`config.mk`:
```
export PLATFORM = sky130hd
export DESIGN_NAME = cpu_spm_portb_arbiter_flat
export DESIGN_NICKNAME = d
export VERILOG_FILES = /design/src/rtl/cpu_spm_portb_arbiter_if.sv /design/src/rtl/cpu_spm_portb_arbiter.sv /design/src/flat_wrapper.sv
export SDC_FILE = /design/constraint.sdc
export NUM_CORES = 1
export LEC_CHECK = 0
export CORE_AREA = 3 3 90 92
export CTS_CLUSTER_SIZE = 40
export DETAILED_ROUTE_END_ITERATION = 7
export DIE_AREA = 0 0 93 95
export DONT_BUFFER_PORTS = 1
export HOLD_SLACK_MARGIN = 0.02
export PLACE_DENSITY_LB_ADDON = 0.25
export SLEW_MARGIN = 20
export SYNTH_ARGS = -nofsm -noshare
export SYNTH_HDL_FRONTEND = slang
export SYNTH_SLANG_ARGS = --single-unit
```
`constraint.sdc`:
```
create_clock -name clk -period 1.1 [get_ports clk]
set_clock_uncertainty 0.1 [all_clocks]
set_input_delay 0.11 -clock clk [delete_from_list [all_inputs] [get_ports clk]]
set_output_delay 0.11 -clock clk [all_outputs]
set_load 0.005 [all_outputs]
```
`src/rtl/cpu_spm_portb_arbiter_if.sv`:
```
// Signal bundle between the MEM stage, the DMA requester and SPM port B.
// slave = arbiter side, master = environment (MEM stage, DMA engine, SPM macro).
interface cpu_spm_portb_arbiter_if #(
    parameter int unsigned SPM_ADDR_W = 12,
    parameter int unsigned DATA_W     = 32
);
    logic                  mem_as_n;
    logic                  mem_rw;
    logic [SPM_ADDR_W-1:0] mem_addr;
    logic [DATA_W-1:0]     mem_wr_data;
    logic [DATA_W-1:0]     mem_rd_data;
    logic                  mem_stall;

    logic                  dma_req;
    logic                  dma_rw;
    logic [SPM_ADDR_W-1:0] dma_addr;
    logic [DATA_W-1:0]     dma_wr_data;
    logic                  dma_gnt;
    logic [DATA_W-1:0]     dma_rd_data;
    logic                  dma_rd_vld;

    logic                  spm_as_n;
    logic                  spm_rw;
    logic [SPM_ADDR_W-1:0] spm_addr;
    logic [DATA_W-1:0]     spm_wr_data;
    logic [DATA_W-1:0]     spm_rd_data;

    modport slave (
        input  mem_as_n, mem_rw, mem_addr, mem_wr_data,
        input  dma_req, dma_rw, dma_addr, dma_wr_data,
        input  spm_rd_data,
        output mem_rd_data, mem_stall,
        output dma_gnt, dma_rd_data, dma_rd_vld,
        output spm_as_n, spm_rw, spm_addr, spm_wr_data
    );

    modport master (
        output mem_as_n, mem_rw, mem_addr, mem_wr_data,
        output dma_req, dma_rw, dma_addr, dma_wr_data,
        output spm_rd_data,
        input  mem_rd_data, mem_stall,
        input  dma_gnt, dma_rd_data, dma_rd_vld,
        input  spm_as_n, spm_rw, spm_addr, spm_wr_data
    );
endinterface

```
`src/rtl/cpu_spm_portb_arbiter.sv`:
```
// SPM port B arbiter: MEM stage has priority over DMA, 1-cycle read data steered to its owner.
// Define SPM_ARB_STARVE_EN to build the starvation counter that forces periodic DMA slots.
module cpu_spm_portb_arbiter #(
    parameter int unsigned SPM_ADDR_W = 12,
    parameter int unsigned DATA_W     = 32,
    parameter int unsigned STARVE_MAX = 4
) (
    input logic                    clk,
    input logic                    reset,
    cpu_spm_portb_arbiter_if.slave bus
);

    if (STARVE_MAX < 1) begin : g_param_check
        $error("STARVE_MAX must be at least 1");
    end

    typedef enum logic [1:0] {
        OwnNone,
        OwnMem,
        OwnDma
    } owner_e;

    owner_e rd_owner_q, rd_owner_d;
    logic   mem_req;
    logic   mem_gnt;
    logic   dma_gnt;

    assign mem_req = ~bus.mem_as_n;

`ifdef SPM_ARB_STARVE_EN
    localparam int unsigned CntW = $clog2(STARVE_MAX + 1);

    logic [CntW-1:0] starve_cnt_q, starve_cnt_d;
    logic            dma_force;

    assign dma_force = (starve_cnt_q == CntW'(STARVE_MAX));

    always_comb begin
        dma_gnt       = bus.dma_req & (~mem_req | dma_force);
        mem_gnt       = mem_req & ~dma_gnt;
        bus.mem_stall = mem_req & dma_gnt;
    end

    // Any cycle without a pending DMA request, or with a grant, restarts the count.
    always_comb begin
        starve_cnt_d = starve_cnt_q;
        if (!bus.dma_req || dma_gnt) begin
            starve_cnt_d = '0;
        end else if (!dma_force) begin
            starve_cnt_d = starve_cnt_q + CntW'(1);
        end
    end

    always_ff @(posedge clk or posedge reset) begin
        if (reset) begin
            starve_cnt_q <= '0;
        end else begin
            starve_cnt_q <= starve_cnt_d;
        end
    end
`else
    always_comb begin
        dma_gnt       = bus.dma_req & ~mem_req;
        mem_gnt       = mem_req;
        bus.mem_stall = 1'b0;
    end
`endif

    assign bus.dma_gnt = dma_gnt;

    always_comb begin
        bus.spm_as_n    = 1'b1;
        bus.spm_rw      = 1'b1;
        bus.spm_addr    = {SPM_ADDR_W{1'b0}};
        bus.spm_wr_data = {DATA_W{1'b0}};
        if (mem_gnt) begin
            bus.spm_as_n    = 1'b0;
            bus.spm_rw      = bus.mem_rw;
            bus.spm_addr    = bus.mem_addr;
            bus.spm_wr_data = bus.mem_wr_data;
        end else if (dma_gnt) begin
            bus.spm_as_n    = 1'b0;
            bus.spm_rw      = bus.dma_rw;
            bus.spm_addr    = bus.dma_addr;
            bus.spm_wr_data = bus.dma_wr_data;
        end
    end

    // Remember who issued this cycle's read so next cycle's SPM data goes back to them.
    always_comb begin
        rd_owner_d = OwnNone;
        if (mem_gnt && bus.mem_rw) begin
            rd_owner_d = OwnMem;
        end else if (dma_gnt && bus.dma_rw) begin
            rd_owner_d = OwnDma;
        end
    end

    always_ff @(posedge clk or posedge reset) begin
        if (reset) begin
            rd_owner_q <= OwnNone;
        end else begin
            rd_owner_q <= rd_owner_d;
        end
    end

    always_comb begin
        bus.mem_rd_data = (rd_owner_q == OwnMem) ? bus.spm_rd_data : {DATA_W{1'b0}};
        bus.dma_rd_data = (rd_owner_q == OwnDma) ? bus.spm_rd_data : {DATA_W{1'b0}};
        bus.dma_rd_vld  = (rd_owner_q == OwnDma);
    end

endmodule

```
`src/flat_wrapper.sv`:
```
// flat-port wrapper written by rule: the top's interface ports become plain ports
module cpu_spm_portb_arbiter_flat 
#(
    parameter int unsigned SPM_ADDR_W = 12,
    parameter int unsigned DATA_W     = 32,
    parameter int unsigned STARVE_MAX = 4
)
  (clk, reset, bus_mem_as_n, bus_mem_rw, bus_mem_addr, bus_mem_wr_data, bus_dma_req, bus_dma_rw, bus_dma_addr, bus_dma_wr_data, bus_spm_rd_data, bus_mem_rd_data, bus_mem_stall, bus_dma_gnt, bus_dma_rd_data, bus_dma_rd_vld, bus_spm_as_n, bus_spm_rw, bus_spm_addr, bus_spm_wr_data);
  cpu_spm_portb_arbiter_if #(.SPM_ADDR_W(SPM_ADDR_W), .DATA_W(DATA_W)) bus_i ();
  input logic clk;
  input logic reset;
  input wire logic [$bits(bus_i.mem_as_n)-1:0] bus_mem_as_n;
  input wire logic [$bits(bus_i.mem_rw)-1:0] bus_mem_rw;
  input wire logic [$bits(bus_i.mem_addr)-1:0] bus_mem_addr;
  input wire logic [$bits(bus_i.mem_wr_data)-1:0] bus_mem_wr_data;
  input wire logic [$bits(bus_i.dma_req)-1:0] bus_dma_req;
  input wire logic [$bits(bus_i.dma_rw)-1:0] bus_dma_rw;
  input wire logic [$bits(bus_i.dma_addr)-1:0] bus_dma_addr;
  input wire logic [$bits(bus_i.dma_wr_data)-1:0] bus_dma_wr_data;
  input wire logic [$bits(bus_i.spm_rd_data)-1:0] bus_spm_rd_data;
  output wire logic [$bits(bus_i.mem_rd_data)-1:0] bus_mem_rd_data;
  output wire logic [$bits(bus_i.mem_stall)-1:0] bus_mem_stall;
  output wire logic [$bits(bus_i.dma_gnt)-1:0] bus_dma_gnt;
  output wire logic [$bits(bus_i.dma_rd_data)-1:0] bus_dma_rd_data;
  output wire logic [$bits(bus_i.dma_rd_vld)-1:0] bus_dma_rd_vld;
  output wire logic [$bits(bus_i.spm_as_n)-1:0] bus_spm_as_n;
  output wire logic [$bits(bus_i.spm_rw)-1:0] bus_spm_rw;
  output wire logic [$bits(bus_i.spm_addr)-1:0] bus_spm_addr;
  output wire logic [$bits(bus_i.spm_wr_data)-1:0] bus_spm_wr_data;
  assign bus_i.mem_as_n = bus_mem_as_n;
  assign bus_i.mem_rw = bus_mem_rw;
  assign bus_i.mem_addr = bus_mem_addr;
  assign bus_i.mem_wr_data = bus_mem_wr_data;
  assign bus_i.dma_req = bus_dma_req;
  assign bus_i.dma_rw = bus_dma_rw;
  assign bus_i.dma_addr = bus_dma_addr;
  assign bus_i.dma_wr_data = bus_dma_wr_data;
  assign bus_i.spm_rd_data = bus_spm_rd_data;
  assign bus_mem_rd_data = bus_i.mem_rd_data;
  assign bus_mem_stall = bus_i.mem_stall;
  assign bus_dma_gnt = bus_i.dma_gnt;
  assign bus_dma_rd_data = bus_i.dma_rd_data;
  assign bus_dma_rd_vld = bus_i.dma_rd_vld;
  assign bus_spm_as_n = bus_i.spm_as_n;
  assign bus_spm_rw = bus_i.spm_rw;
  assign bus_spm_addr = bus_i.spm_addr;
  assign bus_spm_wr_data = bus_i.spm_wr_data;
  cpu_spm_portb_arbiter #(.SPM_ADDR_W(SPM_ADDR_W), .DATA_W(DATA_W), .STARVE_MAX(STARVE_MAX)) u_core (.clk(clk), .reset(reset), .bus(bus_i));
endmodule
```
-- After elaboration in Yosys (flattened, before gate mapping)
Index checks and enable logic that the tools add are counted.
- equality and inequality tests: 2
- muxes and demuxes: 12
- bitwise operators: 2
- reduce and logical (&&, ||, !) cells: 2
- operator list (cell ; number):
    32-bit two-way mux ; 4
    12-bit two-way mux ; 2
    1-bit two-way mux ; 4
    2-bit two-way mux ; 2
    2-bit by 1-bit equality test with 1-bit output, second input constant ; 1
    2-bit equality test, second input constant ; 1
    1-bit logical AND ; 2
    1-bit bitwise AND ; 1
    1-bit NOT ; 1
- register bits after elaboration: 2
- bits of input ports: 126
- word-level logic and storage cells: 19

-- Depth between registers and ports, before layout
- word-level depth: 4
- mapped depth: 4
- mapped depth without buffers: 2

-- Least setup slack after synthesis
OpenSTA, ideal clock, no wires.
- path kind: register to output
- start point: register u_core.rd_owner_q[0]
- end point: output port bus_dma_rd_data[22]
- arrival: 0.881 ns
- required time: 0.890 ns
- slack: 0.009 ns
- cell stages (with the launch flop): 4
- path buffers: 1
- cells stage by stage: dfrtp_1 > and2b_1 > buf_2 > and2_1
- longest elaborated chain between the ends: 2
- RTL lines (item ; line ; text):
    from (decl) ; cpu_spm_portb_arbiter.sv:23 ; owner_e rd_owner_q, rd_owner_d;
    from (signal assigned) ; cpu_spm_portb_arbiter.sv:101 ; rd_owner_q <= OwnNone;
    from (signal assigned) ; cpu_spm_portb_arbiter.sv:103 ; rd_owner_q <= rd_owner_d;
    2-bit equality test ; n/a ;
    via bus_dma_rd_vld ; flat_wrapper.sv:25 ; output wire logic [$bits(bus_i.dma_rd_vld)-1:0] bus_dma_rd_vld;
    32-bit two-way mux ; cpu_spm_portb_arbiter.sv:109 ; bus.dma_rd_data = (rd_owner_q == OwnDma) ? bus.spm_rd_data : {DATA_W{1'b0}};
    to (decl) ; flat_wrapper.sv:24 ; output wire logic [$bits(bus_i.dma_rd_data)-1:0] bus_dma_rd_data;
The timed path passes the listed nets, and every way through them passes these cells.

-- Final worst setup path
- start point: register u_core.rd_owner_q[1]
- end point: output port bus_dma_rd_data[29]
- longest elaborated chain between the ends: 2
- RTL lines (item ; line):
    2-bit equality test ; cpu_spm_portb_arbiter.sv:109
    32-bit two-way mux ; cpu_spm_portb_arbiter.sv:109
Every way passes these cells.

==> metrics list <==
* Status: complete, but fails checks
- The final reports fail on negative setup slack.
- After floorplanning, the core was sized to cover between 7000 and 8000 um2.
- Cells after synthesis: 138
- Number of distinct library cells after synthesis: 14
* Yosys warns: 0
- The final number of hold-violating endpoints is 0.
* Detailed Route WL: ~4900 um
- Measured along the y axis, the die boundary spans 95 um.
- Setup total negative slack on the finished layout was measured at -12.85 ns.
* Timing endpoint of the critical path: bus_dma_rd_data[29]
- The register with the most flip-flops in the final layout is u_core.rd_owner_q.
- Timing would allow up to ~750 MHz.
- Hold Worst Slack: ~0.038 ns
- DR iter-0 viols: 25
- The repair_antennas step left the layout with diodes totalling 0.
- Tightest Hold Check Type: primary input to flop
- Maximum count of clock buffers along a single path: 2
- Number of fill cells in the layout: around 820
* Grt ovf: 0
- The number of global-route vias before repair came to 945.
- Drt via density: between 4 and 5
- Entering global routing, the biggest net connects 47 pins.
- Of the synthesized area, sequential elements account for 0.0493.
- Setup repair after global routing could not meet its margin everywhere.
* Setup slack of the critical path after layout: -0.237 ns
- Routability-driven placement finished with a final weighted congestion of ~0.77.
* Post-route ant nets: 0
- Post-Layout Cell Count: 232
- Critical path origin: u_core.rd_owner_q[1]$_DFF_PP0_
- After legalization and detailed placement, the total HPWL measured approximately 4600 um.
- Max reg flops: 2
- Area occupied by multi-input gates: ~850 um2
- Counting tap cells, the placed design contains a total of around 230 instances.
- TritonCTS created 3 clock buffers.
- For this run, the slowest stage of the critical path takes roughly 0.37 ns.
* Startpoint class of the critical path: flop
- The die covers ~8800 um2.
* Portion of synthesized cell area occupied by the leading cell type: 0.394
* Library cell contributing the largest single delay on the critical path: sky130_fd_sc_hd__dfrtp_1
- Boundary pin count: around 240
* Clock slew at reported path FFs: about 0.030 ns
* Area growth syn-to-layout: 16.3%
- Summing every instance area after synthesis gives 1020 um2.
- Buffers placed on the I/O ports in this run total 0.
- The routed layout has ~1,100 vias.
* Setup Fix Bufs, Post-CTS: 0
* Setup violations, final: 65
- After synthesis, the cell types taking the most area are sky130_fd_sc_hd__and2_1 39%, sky130_fd_sc_hd__a22o_1 38%, sky130_fd_sc_hd__buf_6 5.5%.
- IR analysis of the VDD net gives a maximum drop of 0.000167 V.
- After detailed routing, the average wire length per cell comes to between 20 and 25 um.
- Leaving out fill and tap cells, the most frequent cell in the layout is sky130_fd_sc_hd__and2_1.
* Highest-count cells in the layout ignoring fill and taps: 63 x sky130_fd_sc_hd__and2_1, 44 x sky130_fd_sc_hd__a22o_1, 4 x sky130_fd_sc_hd__dlygate4sd3_1
- The number of nets in the synthesized netlist is approximately 260.
- TritonCTS built the clock tree.
- Path type of the worst setup path: flop to output port
* Data arrival time of the worst path: roughly 1.1 ns
- The smallest clock period supported by the final layout is computed as roughly 1.3 ns.
* Clock tree root driver cell: sky130_fd_sc_hd__clkbuf_8
- In the final layout, the registers with the most flip-flops are u_core.rd_owner_q x2.
- The first TritonRoute pass finished after 4 iterations.
- Synth area leader: sky130_fd_sc_hd__and2_1
* Final critical-path share of the clock period: 1.22
* Power density of the placed cells: between 600 and 700 nW/um2
- Overall fraction of global-route tracks in use: 0.0888
* Number of flip-flops and latches in the synthesized netlist: 2
* Critical-path cell list: and2b_2 > buf_12 > and2_1
- The first global-routing pass estimated ~5700 um of wire.
- Category of the worst setup path capture point: output port
* Num rows: 31
* MaxCap Viol Count: 0
- Lkg Pwr: 0.490 nW
* Reg area: between 50 and 60 um2
* Initial antenna violation count: 1
* Number of sinks driven by the clock tree: 2
* Die Span X: 93 um
* Max Slew Vio Count: 0
- Of all nets on the critical path, the largest fanout is 26.
* CTS H-Tree Depth: 1
- DRC viols: 0
- Final Net Count: approximately 260
- The initial utilization of the core area, before any placement, comes to 0.139.
* Fraction of final layout cells with drive strength greater than 1: 0.0902
* Critical path required time: just under 0.9 ns
* Syn Area/Cell: roughly 7.4 um2
[how the worst min path moves through the flow]
| stage | endpoint | slack (ns) | cells after the start | start |
|---|---|---|---|---|
| floorplan | u_core.rd_owner_q[0]$_DFF_PP0_ | -0.25 | 1 | reset |
| global placement | u_core.rd_owner_q[0]$_DFF_PP0_ | -0.24 | 1 | reset |
| detailed placement | u_core.rd_owner_q[1]$_DFF_PP0_ | -0.24 | 1 | reset |
| CTS | u_core.rd_owner_q[1]$_DFF_PP0_ | 0.02 | 1 | bus_dma_req |
| global route | u_core.rd_owner_q[1]$_DFF_PP0_ | 0.03 | 1 | bus_mem_as_n |
| finish | u_core.rd_owner_q[1]$_DFF_PP0_ | 0.04 | 1 | bus_mem_as_n |
[critical path, delay by kind of cell (launching register included)]
family / cells / cell delay (ns)
flops: 1 / 0.37
buf+inv: 1 / 0.15
simple gates: 2 / 0.40
[per-stage QoR]
| step | util | setup WS [ns] | area, um2 | power (mW) |
|---|---|---|---|---|
| finish | 0.162 | -0.237 | 1180 | 0.724 |
| global route | 0.162 | -0.291 | 1180 | 0.784 |
| CTS | 0.160 | -0.238 | 1170 | 0.743 |
| detailed placement | 0.150 | -0.0327 | 1090 | 0.435 |
| global placement | 0.150 | -0.0169 | 1090 | 0.437 |
| floorplan | - | 0.00935 | 1020 | 0.382 |
[cells in the mapped netlist]
| cell type | count |
|---|---|
| sky130_fd_sc_hd__buf_2 | 10 |
| sky130_fd_sc_hd__and2_1 | 64 |
| sky130_fd_sc_hd__a21oi_2 | 1 |
| sky130_fd_sc_hd__nor2b_1 | 2 |
| sky130_fd_sc_hd__a22o_1 | 44 |
| sky130_fd_sc_hd__nor2_1 | 2 |
| sky130_fd_sc_hd__buf_4 | 1 |
| sky130_fd_sc_hd__dfrtp_1 | 2 |
| sky130_fd_sc_hd__buf_6 | 5 |
| sky130_fd_sc_hd__and3_1 | 1 |
| sky130_fd_sc_hd__inv_1 | 3 |
| sky130_fd_sc_hd__and2b_1 | 1 |
| sky130_fd_sc_hd__conb_1 | 1 |
| sky130_fd_sc_hd__and2_4 | 1 |
[per-layer routing]
layer / vias to the layer above / track usage / wire length (um)
li1: 476 / - / -
met1: 517 / 0.0921 / 1540
met2: 143 / 0.178 / 2670
met3: 6 / 0.0231 / 647
met4: 2 / 0.0183 / 48
met5: - / 0 / 13
[layout make-up]
class                      instances  area share
multi-input combinational        117       0.717
clock buffer                       3      0.0350
timing repair buffer               8      0.0911
tap                               99       0.105
inverter                           3     0.00953
sequential                         2      0.0424
[where the power goes]
group	switching [mW]	leakage (nW)	total, mW	internal (mW)
logic	0.190	0.443	0.361	0.171
clock network	0.0531	0.0216	0.284	0.231
registers	0.00166	0.0263	0.0792	0.0775
[what timing repair did]
| item | CTS | global route |
|---|---|---|
| pin swaps | 0 | 0 |
| gates resized for setup | 2 | 1 |
| hold buffers | 3 | 1 |
| hold endpoints to repair | 3 | 1 |
| endpoints found under the setup margin | 65 | 65 |
[kinds of logic (layout without fill, tap and decap cells)]
family	count (synthesis)	in the layout	share of synthesized area
DFF	2	2	0.0493
other	1	1	0.00369
buffers and inverters	19	14	0.123
AOI/OAI and AO/OA	45	45	0.388
and+or+nand+nor	71	71	0.436
Power figures use the tool's default switching activity.
